### config.mk
export PLATFORM = sky130hd
export DESIGN_NAME = i2s_pcm_tx
export DESIGN_NICKNAME = d
export VERILOG_FILES = /design/src/rtl/i2s_pcm_tx.sv
export SDC_FILE = /design/constraint.sdc
export NUM_CORES = 1
export LEC_CHECK = 0
export BUFFER_PORTS_ARGS = -buffer_cell sky130_fd_sc_hd__buf_2
export CORE_ASPECT_RATIO = 1.2
export CORE_MARGIN = 5
export CORE_UTILIZATION = 28
export CTS_CLUSTER_DIAMETER = 30
export CTS_CLUSTER_SIZE = 10
export DETAILED_ROUTE_END_ITERATION = 16
export PLACE_DENSITY = 0.41
export SLEW_MARGIN = 30
export SYNTH_ARGS = -nofsm -noshare
export SYNTH_HDL_FRONTEND = slang
export SYNTH_SLANG_ARGS = --single-unit
### constraint.sdc
create_clock -name clk -period 4.2 [get_ports clk]
set_input_delay 0.21 -clock clk [delete_from_list [all_inputs] [get_ports clk]]
set_output_delay 0.21 -clock clk [all_outputs]
set_load 0.05 [all_outputs]
### src/rtl/i2s_pcm_tx.sv
// i2s_pcm_tx: drains a show-ahead PCM FIFO one sample per frame onto a Philips I2S master stream
// Ports:
//   clk, reset_n          system clock, asynchronous active-low reset
//   en                    run the serializer; low parks all outputs and restarts the frame
//   fifo_empty            FIFO head invalid
//   fifo_rd_data          show-ahead FIFO head
//   fifo_rd_en            1-clk pop, combinational on the fetch cycle only
//   underflow             1-clk pulse when a sample was due and the FIFO was empty
//   i2s_bclk, i2s_lrclk   bit clock and word select (0 = left)
//   i2s_sdata             serial data, MSB first, changes with the bclk falling edge
module i2s_pcm_tx #(
  parameter int DATA_WIDTH = 16,
  parameter int CLK_DIV = 32
) (
  input  logic                  clk,
  input  logic                  reset_n,
  input  logic                  en,
  input  logic                  fifo_empty,
  input  logic [DATA_WIDTH-1:0] fifo_rd_data,
  output logic                  fifo_rd_en,
  output logic                  underflow,
  output logic                  i2s_bclk,
  output logic                  i2s_lrclk,
  output logic                  i2s_sdata
);
  localparam int FW = 2 * DATA_WIDTH;
  localparam int BW = $clog2(FW);
  localparam int CW = $clog2(CLK_DIV);
  typedef enum logic {IDLE, RUN} state_t;
  state_t state;
  logic [CW-1:0] div_cnt;
  logic [BW-1:0] bit_cnt, bit_nxt;
  logic [DATA_WIDTH-1:0] sample_reg;
  logic [FW-1:0] shift_reg;
  logic tick, fall, fetch;
  always_comb begin
    tick = div_cnt == CW'(CLK_DIV - 1);
    fall = state == RUN && en && tick && i2s_bclk;
    bit_nxt = bit_cnt == BW'(FW - 1) ? '0 : bit_cnt + 1'b1;
    fetch = fall && bit_cnt == BW'(FW - 1);
  end
  assign fifo_rd_en = fetch && !fifo_empty;
  always_ff @(posedge clk or negedge reset_n) begin
    if (!reset_n) begin
      state <= IDLE;
      div_cnt <= '0;
      bit_cnt <= BW'(FW - 1);
      sample_reg <= '0;
      shift_reg <= '0;
      underflow <= 1'b0;
      i2s_bclk <= 1'b0;
      i2s_lrclk <= 1'b0;
      i2s_sdata <= 1'b0;
    end else if (state == IDLE || !en) begin
      // entering or leaving RUN: counters and outputs sit at reset values, sample_reg is kept
      state <= en ? RUN : IDLE;
      div_cnt <= '0;
      bit_cnt <= BW'(FW - 1);
      shift_reg <= '0;
      underflow <= 1'b0;
      i2s_bclk <= 1'b0;
      i2s_lrclk <= 1'b0;
      i2s_sdata <= 1'b0;
    end else begin
      div_cnt <= tick ? '0 : div_cnt + 1'b1;
      underflow <= fetch && fifo_empty;
      if (tick) i2s_bclk <= ~i2s_bclk;
      if (fall) begin
        bit_cnt <= bit_nxt;
        i2s_lrclk <= bit_nxt >= BW'(DATA_WIDTH);
        // the word loaded at b=1 drives its MSB immediately, giving the one-bit I2S delay
        shift_reg <= bit_nxt == BW'(1) ? {sample_reg, sample_reg} : shift_reg << 1;
        i2s_sdata <= bit_nxt == BW'(1) ? sample_reg[DATA_WIDTH-1] : shift_reg[FW-2];
        if (fetch) sample_reg <= fifo_empty ? '0 : fifo_rd_data;
      end
    end
  end
endmodule

==> metrics.txt, run 1 <==
Synth Area per Inst=9.89 um^2; slew margin rel.=0.393; clock tree root buffer cell=clkbuf_16; Fin. Hold Viols=0; num ports=25; crit share post-route=0.676; vias per cell=5.26; Starting Density=0.283; #FFs+latches synth=62; Worst Slack Setup Final=1360 ps; H-tree depth=3; maximum root-to-sink buffer count=2; ANT cells=0; row cnt=41; Startpoint Class=flip-flop; fmax=352 MHz; mapped cell area=2950 um^2; EDFF count, synth=0; switch share=0.202; DIE HEIGHT=122 um; Leak=1.58 nW; WL/cell=16.1 um; setup TNS=0 ps; combinational group share of total power=0.028; endpoint class of the critical path=flip-flop; worst skew pair latency=330 ps; Area Overhead vs Synth=18.7%; Die Wd=104 um; Detailed Routing Iterations Pass 1=4; Die ar.=12700 um^2; count of input and output buffers=24; DP Area=3170 um^2; Required @ worst endpoint=4410 ps; Setup violations, final=0; Layout Cells excl Fill=446; synth warn=0; Setup Slack @ Placement=1380 ps; commonest non-fill, non-tap cell in the layout=nand3_1; Yosys cell types=29; post-layout instance area=3500 um^2; cell taking the most area after synthesis=dfrtp_1; post-synth top area share=0.484; Syn Nets=323; post-CTS resize count=0; P_int=1.14 mW; worst vdd ir=0.000194 V; CP arrival=3050 ps; Post-synth ARST share=1.00; dpl hpwl=4320 um; status=completed; first-pass GRT wire length=12000 um; Core Box Area=10400 um^2; most frequent cells in the layout=nand3_1, dfrtp_1, a32oi_1, nand2_1, buf_2; CTS sink count=62; postcts setup bufs=0; Least-Margin Pin Slew=911 ps; fin. max-slew vios=0; Max Clock Skew=4.27 ps; pin count of the biggest net entering global routing=82; hold buffer count at cts=1; antenna-violating nets left=0; Reg clk slew, reported paths=50 ps; TritonCTS buffer count=9; GRT Overall Usage=0.119; post-synthesis sequential area ratio=0.528; CTS tree=done; Worst Path Max Fanout=31; PwrDens=407 nW/um^2; dpl cells=429; vias in the first global route=2267; GRT overflow=0; initial antenna violation count=0; largest cells by area after synthesis=dfrtp_1, nand3_1, a32oi_1, dfstp_2, nand2b_1; placer congestion estimate=0.725; switching pwr=0.288 mW; Clock power frac=0.551; Most used DFF post-synth=dfrtp_1; Tmin final=2840 ps; post-layout util=0.336; DRT Wirelength=7200 um; share of cells above drive strength 1=0.174; layout net count=337; DR DRC count=0; MaxCap Viol Count=0; via count=2347; initial drt markers=168; Synth Instances=298; R2R Setup Slk=1360 ps; RSZ-0062 raised after global routing=no; Seq pwr share=0.422; number of flip-flops under the largest register name=31; critical path class=reg2reg; min-delay worst type=in2reg
==> per-layer routing <==
metal  global-route usage  up-vias  part of all wire
met4               0.0583        0             0.019
met5                    0        -                 0
met1                0.163     1153              0.50
met3               0.0295        9             0.029
li1                     -     1149                 -
met2                0.175       36              0.45
==> worst max-delay path, cell delays in order, from the launching register on <==
cell and delay [ps]:
dfstp_2 570, ha_1 210, and3_1 200, ha_1 250, or4_4 510, or2_2 560
a32oi_1 310, nand3_1 100
==> layout make-up <==
| cell class | instances | area (um^2) |
|---|---|---|
| flip-flops and latches | 62 | 1560 |
| fillers | 1069 | 6910 |
| inverters | 1 | 3.75 |
| multi-input cells | 208 | 1290 |
| repair buffers | 30 | 168 |
| well taps | 129 | 161 |
| clock inverters | 2 | 37.5 |
| clock buffers | 14 | 284 |
==> cell usage after synthesis (4+ instances only) <==
master,n
nor3_1,4
nand3_1,67
clkbuf_1,21
and3_1,4
o21ai_0,17
dfrtp_1,57
nand2b_1,16
a32oi_1,31
ha_1,5
nand4_1,16
dfstp_2,5
nand2_1,26
nor2_1,4
==> through the flow <==
step,hold WS [ps],power [mW]
after floorplan,-85.6,0.624
after global placement,286,0.652
after detailed placement,299,0.652
after CTS,26.0,1.45
after global routing,36.9,1.48
final,42.8,1.42
==> path summary, 6_finish.rpt <==
kind                             from            end  cells after the start
max                        bit_cnt[0]  shift_reg[22]                      7
min                                en          state                      1
max reg2reg                bit_cnt[0]  shift_reg[22]                      7
min reg2reg                div_cnt[0]     div_cnt[0]                      1
max in group asynchronous     reset_n  sample_reg[1]                      3
min in group asynchronous     reset_n     div_cnt[3]                      2
==> power by group through the flow <==
stage                     clock network, mW  registers [mW]  logic (mW)
final                                 0.785           0.601      0.0396
after global placement                    0           0.611      0.0409
after CTS                             0.806           0.600      0.0418
after floorplan                           0           0.611      0.0131
after detailed placement                  0           0.611      0.0412
after global routing                  0.836           0.600      0.0463
==> kinds of logic after synthesis <==
group	count (synthesis)	share of synthesized area
fa+ha+maj	5	0.0212
simple gates	142	0.249
buf+inv	28	0.0454
flops	62	0.528
compound gates	55	0.138
xor+xnor	6	0.0178
Note: power is estimated with default switching activity, not from simulation.
==> run 2, diff against run 1 <==
Settings changed: ABC_AREA set to 1, PLACE_DENSITY 0.41 to 0.43.
Clock period 4.2 ns to 2.4 ns, I/O delays scaled along.
==> metrics.txt, run 2 <==
ANT cells=0; failing checks=hold timing; MaxCap Viol Count=0; R2R Setup Slk=180 ps; TritonCTS buffer count=9; post-synthesis sequential area ratio=0.512; setup TNS=0 ps; worst flop-to-flop path endpoint=shift_reg[6]; antenna-violating nets left=0; cell repeated most along the worst path=nand2_1; post-synth top area share=0.469; DIE HEIGHT=124 um; min-delay worst type=in2async; vias per cell=4.41; vias in the first global route=2363; Required @ worst endpoint=2670 ps; layout net count=429; fin. max-slew vios=0; count of input and output buffers=24; number of flip-flops under the largest register name=31; Fin. Hold Viols=33; initial drt markers=112; Synth Instances=362; maximum root-to-sink buffer count=2; switch share=0.198; via count=2373; Startpoint Class=flip-flop; CTS sink count=62; pin count of the biggest net entering global routing=63; clock tree root buffer cell=clkbuf_16; Yosys cell types=29; cell taking the most area after synthesis=dfrtp_1; Tmin final=2220 ps; placer congestion estimate=0.789; share of cells above drive strength 1=0.191; status=finished with violations; most frequent cells in the layout=nand2_1, dfrtp_1, buf_2, o21ai_0, dlygate4sd3_1; synth warn=0; GRT overflow=0; Post-synth top cells=nand2_1, dfrtp_1, o21ai_0, nand3_1, nor2_1; Area Overhead vs Synth=23.9%; largest cells by area after synthesis=dfrtp_1, nand2_1, nand3_4, dfstp_2, o21ai_0; CTS tree=done; P_int=2.02 mW; DR DRC count=0; critical path class=reg2reg; Starting Density=0.288; worst skew pair latency=320 ps; Worst path slowest cell=dfstp_2; Max Clock Skew=4.16 ps; num ports=25; slew margin rel.=0.451; post-layout util=0.357; Die ar.=13100 um^2; Clock power frac=0.552; crit-path cells=ha_1, nand2_1, nor2_2, ha_2, nor2_1, nand2_2, nor2_8, buf_4, nand3_2, nand2_1, nand2_1, nand2_1; Reg clk slew, reported paths=50 ps; Most used DFF post-synth=dfrtp_1; worst hold margin=-14.3 ps; CP top delay family=simple AND/OR/NAND/NOR gates; row cnt=41; Core Box Area=10600 um^2; Die Wd=105 um; Synth Area per Inst=8.40 um^2; worst vdd ir=0.000365 V; r2r worst-path depth=12; fmax=450 MHz; mapped cell area=3040 um^2; total power=2.51 mW; Setup violations, final=0; Least-Margin Pin Slew=824 ps; r2r startpoint=bit_cnt[0]; Leak=2.06 nW; Seq pwr share=0.418; combinational group share of total power=0.030; endpoint class of the critical path=flip-flop; Post-synth ARST share=1.00; WL/cell=12.6 um; dpl hpwl=4480 um; postcts setup bufs=0; first-pass GRT wire length=11800 um; Bufs and invs on worst path=1; #FFs+latches synth=62; initial antenna violation count=0; Detailed Routing Iterations Pass 1=4; most common cell in the netlist=nand2_1; EDFF count, synth=0; CP arrival=2490 ps; commonest non-fill, non-tap cell in the layout=nand2_1; DRT Wirelength=6760 um; Worst Path Max Fanout=7; GRT Overall Usage=0.115; RSZ-0062 raised after global routing=no; slowest stage delay, CP=570 ps; crit share post-route=0.926; PwrDens=668 nW/um^2; Syn Nets=387; H-tree depth=3; switching pwr=0.499 mW
-- run 2: per-stage QoR --
| step | cell area [um^2] | worst slack (ps) | std cells |
|---|---|---|---|
| final | 3770 | 178 | 538 |
| after global routing | 3770 | 18.0 | 538 |
| after CTS | 3740 | 21.2 | 538 |
| after detailed placement | 3270 | 175 | 507 |
| after global placement | 3270 | 223 | 507 |
| after floorplan | 3040 | 343 | 362 |
-- run 2: logic make-up after synthesis --
| kind of cell | count (synthesis) | share of synthesized area |
|---|---|---|
| simple gates | 244 | 0.368 |
| flops | 62 | 0.512 |
| buf+inv | 29 | 0.0588 |
| compound gates | 21 | 0.0375 |
| fa+ha+maj | 5 | 0.0206 |
| xor+xnor | 1 | 0.00288 |
-- run 2: final cells by class --
cell class                      count  area, um^2
Multi-Input combinational cell    271        1320
Tap cell                          129         161
Fill cell                        1153        6800
Timing Repair Buffer               49         368
Sequential cell                    62        1560
Inverter                           11        46.3
Clock buffer                       12         246
Clock inverter                      4        70.1
-- run 2: repair_timing --
| action | CTS | global route |
|---|---|---|
| resized for setup | 2 | 6 |
| hold buffers | 15 | 0 |
| hold endpoints to repair | 15 | 0 |
| endpoints found under the setup margin | 1 | 28 |
-- run 2: power by group through the flow --
stage	Sequential [mW]	Clock, mW	Combinational [mW]
4_1_cts	1.05	1.43	0.0801
6_report	1.05	1.39	0.0766
5_1_grt	1.05	1.47	0.0890
2_1_floorplan	1.07	0	0.0156
3_5_place_dp	1.07	0	0.0614
3_3_place_gp	1.07	0	0.0614
-- run 2: how the worst max path moves through the flow --
stage | start | end | slack [ps] | depth (start not counted)
2_1_floorplan | bit_cnt[0] | i2s_sdata | 340 | 13
3_3_place_gp | bit_cnt[0] | shift_reg[22] | 220 | 12
4_1_cts | bit_cnt[0] | fifo_rd_en | 20 | 9
3_5_place_dp | bit_cnt[0] | shift_reg[22] | 170 | 12
6_report | bit_cnt[0] | shift_reg[6] | 180 | 12
5_1_grt | bit_cnt[0] | shift_reg[22] | 20 | 12
-- run 2: per-layer routing --
layer	vias to the layer above	track usage	wire length [um]
met5	-	0	0
met4	0	0.0695	194
met3	11	0.0176	183
met2	29	0.177	3110
met1	1122	0.153	3270
li1	1211	-	-
==> run 3, diff against run 2 <==
Settings changed: ABC_AREA 1 to not set.
Clock period 2.4 ns to 1.9 ns, I/O delays scaled along.
==> metrics.txt, run 3 (synthesis gave the netlist of run 1 again) <==
placer congestion estimate=0.701; GRT Overall Usage=0.117; Starting Density=0.283; initial drt markers=185; Crit. path cell count=8; layout net count=360; TritonCTS buffer count=9; DR DRC count=0; DP Area=3380 um^2; Max Clock Skew=5.09 ps; Reg clk slew, reported paths=60 ps; post-layout util=0.369; Critical Path Sink=shift_reg[18]; H-tree depth=3; commonest non-fill, non-tap cell in the layout=nand3_1; pin count of the biggest net entering global routing=79; Worst Slack Setup Final=-471 ps; R2R Setup Slk=-470 ps; fmax=422 MHz; cell repeated most along the worst path=ha_4; most frequent cells in the layout=nand3_1, dfrtp_1, nand2_1, a32oi_1, buf_2; Setup Slack @ Placement=-446 ps; Startpoint Class=flip-flop; CP top delay family=simple AND/OR/NAND/NOR gates; slowest stage delay, CP=550 ps; share of cells above drive strength 1=0.265; endpoint class of the critical path=flip-flop; initial antenna violation count=0; Layout Cells excl Fill=469; Worst path slowest cell=dfstp_2; worst skew pair latency=320 ps; crit share post-route=1.25; CP startpoint=bit_cnt[1]; Core Box Area=10400 um^2; total power=2.92 mW; critical path class=reg2reg; MaxCap Viol Count=0; ANT cells=0; # fillers=1051; num ports=25; Leak=1.74 nW; vias in the first global route=2391; setup TNS=-14220 ps; Worst Path Max Fanout=15; PwrDens=761 nW/um^2; r2r worst-path depth=8; dpl cells=445; DIE HEIGHT=122 um; min-delay worst type=in2reg; CTS sink count=62; Tmin final=2370 ps; worst hold margin=22.6 ps; CP arrival=2570 ps; GRT overflow=0; clock tree root buffer cell=clkbuf_16; r2r startpoint=bit_cnt[1]; Die Wd=104 um; Bufs and invs on worst path=1; slew margin rel.=0.693; antenna-violating nets left=0; worst flop-to-flop path endpoint=shift_reg[18]; failing checks=setup timing; Required @ worst endpoint=2100 ps; maximum root-to-sink buffer count=2; Die ar.=12700 um^2; RSZ-0062 raised after global routing=yes; Detailed Routing Iterations Pass 1=4; post-layout instance area=3840 um^2; fin. max-slew vios=0; dpl hpwl=4460 um; vias per cell=5.22; crit-path cells=ha_4, and3_4, ha_4, or4_4, or2_4, clkbuf_16, a32oi_1, nand3_1; status=finished with violations; CTS tree=done; WL/cell=15.6 um; first-pass GRT wire length=12200 um; Setup violations, final=32; Least-Margin Pin Slew=460 ps; via count=2447; row cnt=41; worst vdd ir=0.000408 V; Fin. Hold Viols=0; number of flip-flops under the largest register name=31; count of input and output buffers=24; DRT Wirelength=7310 um; Area Overhead vs Synth=30.4%
-- run 3: what timing repair did --
item | 4_1_cts | 5_1_grt
setup endpoints to repair | 33 | 36
pin swaps | 3 | 6
buffers inserted | 2 | 2
endpoints found under the hold margin | 12 | 0
resized for setup | 7 | 9
gates cloned | 0 | 2
hold buffers | 2 | 0
-- run 3: tightest hold or removal path: cells and delay by family --
kind	cells	cell delay [ps]
AOI/OAI and AO/OA	1	60
buffers and inverters	1	90
and+or+nand+nor	1	50
-- run 3: worst min-delay path by stage --
stage                     to  slack (ps)  cells after the start            start
2_1_floorplan     div_cnt[0]        -200                      0          reset_n
3_3_place_gp      div_cnt[3]          70                      1          reset_n
3_5_place_dp      div_cnt[3]          80                      1          reset_n
4_1_cts        sample_reg[5]           5                      3  fifo_rd_data[5]
5_1_grt        sample_reg[1]          30                      3  fifo_rd_data[1]
6_report       sample_reg[5]          20                      3  fifo_rd_data[5]
-- run 3: per-layer routing --
layer,wire length [um],GRT usage
met4,143,0.0607
met5,0,0
met1,3590,0.171
met2,3330,0.166
met3,245,0.0195
-- run 3: cell type report --
cell class | instances | area, um^2 | area share
sequential | 62 | 1560 | 0.405
clock buffer | 11 | 243 | 0.0632
tap | 129 | 161 | 0.0420
multi-input combinational | 208 | 1370 | 0.357
inverter | 1 | 3.75 | 0.000977
clock inverter | 5 | 35.0 | 0.00911
timing repair buffer | 53 | 470 | 0.122
-- run 3: where the power goes --
group	switching, mW	internal [mW]	leakage [nW]
logic	0.0616	0.0396	0.756
clock network	0.579	0.917	0.135
registers	0.00211	1.33	0.846
total	0.643	2.28	1.74
